<file path="config.mk">
export PLATFORM = sky130hd
export DESIGN_NAME = mem_stage
export DESIGN_NICKNAME = d
export VERILOG_FILES = /design/src/rtl/mem_stage.sv
export SDC_FILE = /design/constraint.sdc
export NUM_CORES = 1
export LEC_CHECK = 0
export CORE_MARGIN = 5
export CORE_UTILIZATION = 30
export CTS_BUF_LIST = sky130_fd_sc_hd__clkbuf_8
export CTS_CLUSTER_DIAMETER = 30
export CTS_CLUSTER_SIZE = 12
export DETAILED_ROUTE_END_ITERATION = 16
export GPL_TIMING_DRIVEN = 0
export SLEW_MARGIN = 20
export SYNTH_ARGS = -nofsm -noshare
export SYNTH_HDL_FRONTEND = slang
export SYNTH_SLANG_ARGS = --single-unit
</file>
<file path="constraint.sdc">
create_clock -name clk -period 3.5 [get_ports clk]
set_input_delay 0.35 -clock clk [delete_from_list [all_inputs] [get_ports clk]]
set_output_delay 0.35 -clock clk [all_outputs]
set_load 0.05 [all_outputs]
</file>
<file path="src/rtl/mem_stage.sv">
// rtl/mem_stage.sv - memory-access pipeline stage: ALU pass-through, single in-flight load/store, registered writeback beat
//
// Optional feature macro: MEM_STAGE_MISALIGN_CHECK_EN
//   defined   : loads/stores with opr_res[1:0] != 0 are suppressed and
//               produce a beat flagged out_misaligned (no memory request)
//   undefined : low address bits are dropped (force-aligned) and
//               out_misaligned is tied to 0

package ex_stage_pkg;

  // Execute-stage result record (73 bits, rd in the MSBs)
  typedef struct packed {
    logic [4:0]  rd;
    logic [31:0] opr_b;
    logic [31:0] opr_res;
    logic        rf_en;
    logic        dm_en;
    logic [1:0]  wb_sel;
  } ex_stage_out_t;

endpackage

module mem_stage
  import ex_stage_pkg::*;
(
  input  logic          clk,
  input  logic          arst_n,
  input  logic          in_valid,
  output logic          in_ready,
  input  ex_stage_out_t ex_in,
  output logic          dm_req,
  output logic          dm_we,
  output logic [31:0]   dm_addr,
  output logic [31:0]   dm_wdata,
  input  logic          dm_gnt,
  input  logic          dm_rvalid,
  input  logic [31:0]   dm_rdata,
  output logic          out_valid,
  input  logic          out_ready,
  output logic [4:0]    out_rd,
  output logic [31:0]   out_data,
  output logic          out_rf_en,
  output logic          out_misaligned
);

  typedef enum logic [1:0] {
    ST_IDLE = 2'd0,
    ST_REQ  = 2'd1,
    ST_RESP = 2'd2
  } state_t;

  state_t      r_state;
  state_t      w_state_nxt;

  // Latched memory operation (only meaningful in REQ/RESP)
  logic [4:0]  r_op_rd;
  logic [31:0] r_op_b;
  logic [31:0] r_op_res;
  logic        r_op_rf_en;
  logic        r_op_store;

  // Writeback output register
  logic        r_out_valid;
  logic [4:0]  r_out_rd;
  logic [31:0] r_out_data;
  logic        r_out_rf_en;
  logic        r_out_mis;

  // Input classification
  logic        w_is_store;
  logic        w_is_load;
  logic        w_is_mem;
  logic        w_misaligned;
  logic        w_in_ready;
  logic        w_accept;

  // Next-state / datapath controls from the FSM
  logic        w_latch_op;
  logic        w_load_out;
  logic [4:0]  w_ld_rd;
  logic [31:0] w_ld_data;
  logic        w_ld_rf_en;
  logic        w_ld_mis;
  logic        w_dm_req;
  logic        w_dm_we;
  logic [31:0] w_dm_addr;
  logic [31:0] w_dm_wdata;

  // A store wins over the load encoding when dm_en is set
  assign w_is_store = ex_in.dm_en;
  assign w_is_load  = !ex_in.dm_en && (ex_in.wb_sel == 2'b01);
  assign w_is_mem   = w_is_store || w_is_load;

`ifdef MEM_STAGE_MISALIGN_CHECK_EN
  assign w_misaligned = w_is_mem && (ex_in.opr_res[1:0] != 2'b00);
`else
  assign w_misaligned = 1'b0;
`endif

  // Accept only in IDLE with an empty or draining output register, so a
  // completing memory op always finds the output register free
  assign w_in_ready = (r_state == ST_IDLE) && (!r_out_valid || out_ready);
  assign w_accept   = in_valid && w_in_ready;

  // Next-state logic, memory request drive and output-register load selection
  always_comb begin
    w_state_nxt = r_state;
    w_latch_op  = 1'b0;
    w_load_out  = 1'b0;
    w_ld_rd     = r_op_rd;
    w_ld_data   = r_op_res;
    w_ld_rf_en  = r_op_rf_en;
    w_ld_mis    = 1'b0;
    w_dm_req    = 1'b0;
    w_dm_we     = 1'b0;
    w_dm_addr   = 32'd0;
    w_dm_wdata  = 32'd0;

    case (r_state)
      ST_IDLE: begin
        if (w_accept) begin
          if (w_is_mem && !w_misaligned) begin
            w_latch_op  = 1'b1;
            w_state_nxt = ST_REQ;
          end else begin
            // ALU result, or a suppressed misaligned access
            w_load_out = 1'b1;
            w_ld_rd    = ex_in.rd;
            w_ld_data  = ex_in.opr_res;
            w_ld_rf_en = ex_in.rf_en && !w_misaligned;
            w_ld_mis   = w_misaligned;
          end
        end
      end

      ST_REQ: begin
        w_dm_req   = 1'b1;
        w_dm_we    = r_op_store;
        w_dm_addr  = {r_op_res[31:2], 2'b00};
        w_dm_wdata = r_op_b;
        if (dm_gnt) begin
          if (r_op_store) begin
            w_load_out  = 1'b1;
            w_ld_data   = r_op_res;
            w_state_nxt = ST_IDLE;
          end else begin
            w_state_nxt = ST_RESP;
          end
        end
      end

      ST_RESP: begin
        if (dm_rvalid) begin
          w_load_out  = 1'b1;
          w_ld_data   = dm_rdata;
          w_state_nxt = ST_IDLE;
        end
      end

      default: begin
        w_state_nxt = ST_IDLE;
      end
    endcase
  end

  // FSM state register
  always_ff @(posedge clk or negedge arst_n) begin
    if (!arst_n) begin
      r_state <= ST_IDLE;
    end else begin
      r_state <= w_state_nxt;
    end
  end

  // Capture the memory operation on accept; held stable through REQ/RESP
  always_ff @(posedge clk or negedge arst_n) begin
    if (!arst_n) begin
      r_op_rd    <= 5'd0;
      r_op_b     <= 32'd0;
      r_op_res   <= 32'd0;
      r_op_rf_en <= 1'b0;
      r_op_store <= 1'b0;
    end else if (w_latch_op) begin
      r_op_rd    <= ex_in.rd;
      r_op_b     <= ex_in.opr_b;
      r_op_res   <= ex_in.opr_res;
      r_op_rf_en <= ex_in.rf_en;
      r_op_store <= w_is_store;
    end
  end

  // Writeback output register: load a new beat, else clear on handshake
  always_ff @(posedge clk or negedge arst_n) begin
    if (!arst_n) begin
      r_out_valid <= 1'b0;
      r_out_rd    <= 5'd0;
      r_out_data  <= 32'd0;
      r_out_rf_en <= 1'b0;
      r_out_mis   <= 1'b0;
    end else if (w_load_out) begin
      r_out_valid <= 1'b1;
      r_out_rd    <= w_ld_rd;
      r_out_data  <= w_ld_data;
      r_out_rf_en <= w_ld_rf_en;
      r_out_mis   <= w_ld_mis;
    end else if (r_out_valid && out_ready) begin
      r_out_valid <= 1'b0;
    end
  end

  assign in_ready       = w_in_ready;
  assign dm_req         = w_dm_req;
  assign dm_we          = w_dm_we;
  assign dm_addr        = w_dm_addr;
  assign dm_wdata       = w_dm_wdata;
  assign out_valid      = r_out_valid;
  assign out_rd         = r_out_rd;
  assign out_data       = r_out_data;
  assign out_rf_en      = r_out_rf_en;
  assign out_misaligned = r_out_mis;

endmodule

</file>
==> results.toml <==
[floorplan]
fp-row-count = 50
die_area_um2 = 21900
die_height_um = 148
core_area_um2 = 18700
io_pins = 218
die_x_um = 148
initial_core_util_pct = 30.5

[yosys]
syn_inst = 508
ys_seq_area_share_pct = 49.2
synth_area_um2 = 5700
synth_warnings = 0
synth-seq-cells = 112
avgSynthCellArea_um2 = 11.2
ys_types = 30

[grt]
grt_overflow = 0
antenna_found_initial = 0
grt_pass1_vias = 5525
track_usage_pct = 18.3
grt_max_degree = 65
grt_first_pass_wirelength_um = 31900

[placed_design]
routabilityCongestion = 0.775
io_buffers = 214
dp_hpwl_um = 15000
place_area_um2 = 8170
preCtsSetupSlack_ps = 866

[cts]
cts_sinks = 112
clk_pin_slew_ps = 110
clockRootBuffer = "clkbuf_8"
post_cts_buffers = 0
cts_tree = "built"
ctsResizeCount = 0
max-clock-path-buffers = 2
clock_latency_ps = 380
ctsHtreeMaxLevel = 3
cts_buffers = 9

[sta]
slew_viol_final = 0
fmax_ghz = 0.331
max_slew_margin_pct = 61.0
clock_skew_ps = 11.6
rsz0062_at_grt = "false"
finalHoldWorstSlack_ps = 453
post-route-period-util_pct = 86.4
layout_setup_ws_ps = 477
final-setup-viol-count = 0
tightest_slew_ps = 585
period_needed_ps = 3020
final-hold-violation-count = 0

[critical_path]
path_max_fanout = 10
critPathRequiredTime_ps = 3150
cp.arrival_ps = 2670
cp_slowest_cell = "clkdlybuf4s50_1"
max_stage_delay_ps = 810
r2r_cells = 5
critPathKind = "register to output pin"
critPathLaunchType = "register"
end_kind = "output pin"
crit_path_cell_trace = "nand2b_1 > clkinv_1 > clkbuf_1 > and2_1 > clkdlybuf4s50_1"

[pwr]
p_per_area_nw_per_um2 = 957
p_clk_share_pct = 8.9
p_int_mw = 4.07
leakage_nw = 3.15
ir_worst_vdd_uv = 507
combPwrFrac_pct = 61.5
pwr-share-seq_pct = 29.6
switching_power_mw = 3.91
swShare_pct = 48.9

[detailed_routing]
ant_nets = 0
drtPass1Iterations = 4
wl_per_cell_um = 21.0
drt-total-wl_um = 20400
drc = 0
vias_per_cell = 5.20
drt_iter0_drc = 259
routed-via-count = 5069

[cells_and_area]
drive_above_1_share_pct = 16.8
area_growth_pct = 46.3
design_area_um2 = 8340
nNetsFinal = 848
antenna_cells = 0

[min_path]
hp-class = "input pin to async pin"

[job]
drv_cap = 0

[run_status]
status = "complete, no violations"
final timing paths:
kind                            start  slack [ps]           end
max in group asynchronous      arst_n        2350  r_op_res[18]
min in group clk            r_op_b[3]         500     r_op_b[3]
setup / recovery           r_state[1]         480   dm_addr[30]
setup reg to reg           r_state[0]        1440  out_data[28]
hold / removal                 arst_n         450     r_op_b[4]
hold reg to reg             r_op_b[3]         500     r_op_b[3]
area by class of cell:
cell class                 count  area (um2)
fill                        1754       10400
multi-input combinational    339        2580
buffer                        56         317
tap                          234         293
inverter                       3        11.3
timing repair buffer         216        2180
sequential                   112        2800
clock inverter                 5        35.0
clock buffer                   9         124
flip-flops by register name, indices dropped and copies added, names as in the netlist:
name / cells
out_data: 32
r_op_rd: 5
r_op_store: 1
out_valid: 1
r_state: 2
out_rd: 5
out_rf_en: 1
r_op_rf_en: 1
r_op_b: 32
r_op_res: 32
synth_stat cells:
library cell | instances | area, um2
a22o_1 | 1 | 8.76
nand2b_1 | 3 | 18.8
and3b_1 | 1 | 8.76
a31oi_1 | 6 | 37.5
dfrtp_1 | 112 | 2800
a41oi_2 | 10 | 163
nor2_1 | 3 | 11.3
a211oi_1 | 38 | 285
o211ai_1 | 32 | 240
a41oi_1 | 22 | 193
o21ai_0 | 7 | 35.0
nand3_1 | 39 | 195
buf_4 | 9 | 67.6
mux2_2 | 70 | 788
nand2_4 | 1 | 11.3
a32o_1 | 1 | 10.0
buf_6 | 8 | 90.1
clkinv_1 | 1 | 3.75
clkbuf_1 | 27 | 101
and3_1 | 1 | 6.26
and2_1 | 63 | 394
nand3b_1 | 1 | 7.51
inv_1 | 2 | 7.51
o21ai_1 | 1 | 5.00
conb_1 | 1 | 3.75
buf_2 | 10 | 50.1
a21oi_2 | 1 | 8.76
buf_1 | 2 | 7.51
nand2_1 | 33 | 124
a21o_1 | 2 | 15.0
cells in the final DEF (no fill, tap or decap), drive strengths merged:
cell type / instances
a211oi: 38
a21o: 2
a21oi: 1
a22o: 1
a31oi: 6
a32o: 1
a41oi: 32
and2: 63
and3: 1
and3b: 1
buf: 31
clkbuf: 36
clkdlybuf4s50: 213
clkinv: 3
conb: 3
dfrtp: 112
dlygate4sd3: 1
inv: 5
mux2: 70
nand2: 34
nand2b: 3
nand3: 39
nand3b: 1
nor2: 3
o211ai: 32
o21ai: 8
cell families after synthesis:
group / share of synthesized area [%]
compound gates: 17.6
buf+inv: 5.75
flops: 49.2
mux: 13.8
other cells: 0.0658
simple gates: 13.6
power by group through the flow:
stage | clock, mW | combinational, mW | sequential (mW)
detailed placement | 0 | 4.94 | 2.38
CTS | 0.740 | 4.96 | 2.36
floorplan | 0 | 2.56 | 3.03
global route | 0.788 | 5.18 | 2.43
global placement | 0 | 4.86 | 2.35
finish | 0.713 | 4.91 | 2.36
critical path, delay by kind of cell, from the launching register on:
family	cells	cell delay (ps)
buffers and inverters	3	1440
DFF	1	430
and+or+nand+nor	2	410
repair_timing:
item,4_1_cts,5_1_grt
hold buffers,1,0
endpoints found under the hold margin,48,0
setup endpoints to repair,0,0
stage by stage:
| stage | power (mW) | instances | TNS [ps] | util [%] |
|---|---|---|---|---|
| finish | 7.98 | 974 | 0 | 44.6 |
| global route | 8.40 | 974 | 0 | 44.6 |
| CTS | 8.06 | 974 | 0 | 44.6 |
| detailed placement | 7.32 | 959 | 0 | 43.7 |
| global placement | 7.21 | 958 | -260050 | 43.5 |
| floorplan | 5.59 | 510 | 0 | - |
layer usage:
layer	wire length [um]	global-route usage, %	share of wire [%]	up-vias
li1	-	-	-	2319
met2	10100	31.2	49	193
met4	373	4.80	1.8	0
met5	0	0	0	-
met3	1300	3.95	6.4	22
met1	8670	23.7	42	2535
Power figures use the tool's default switching activity.
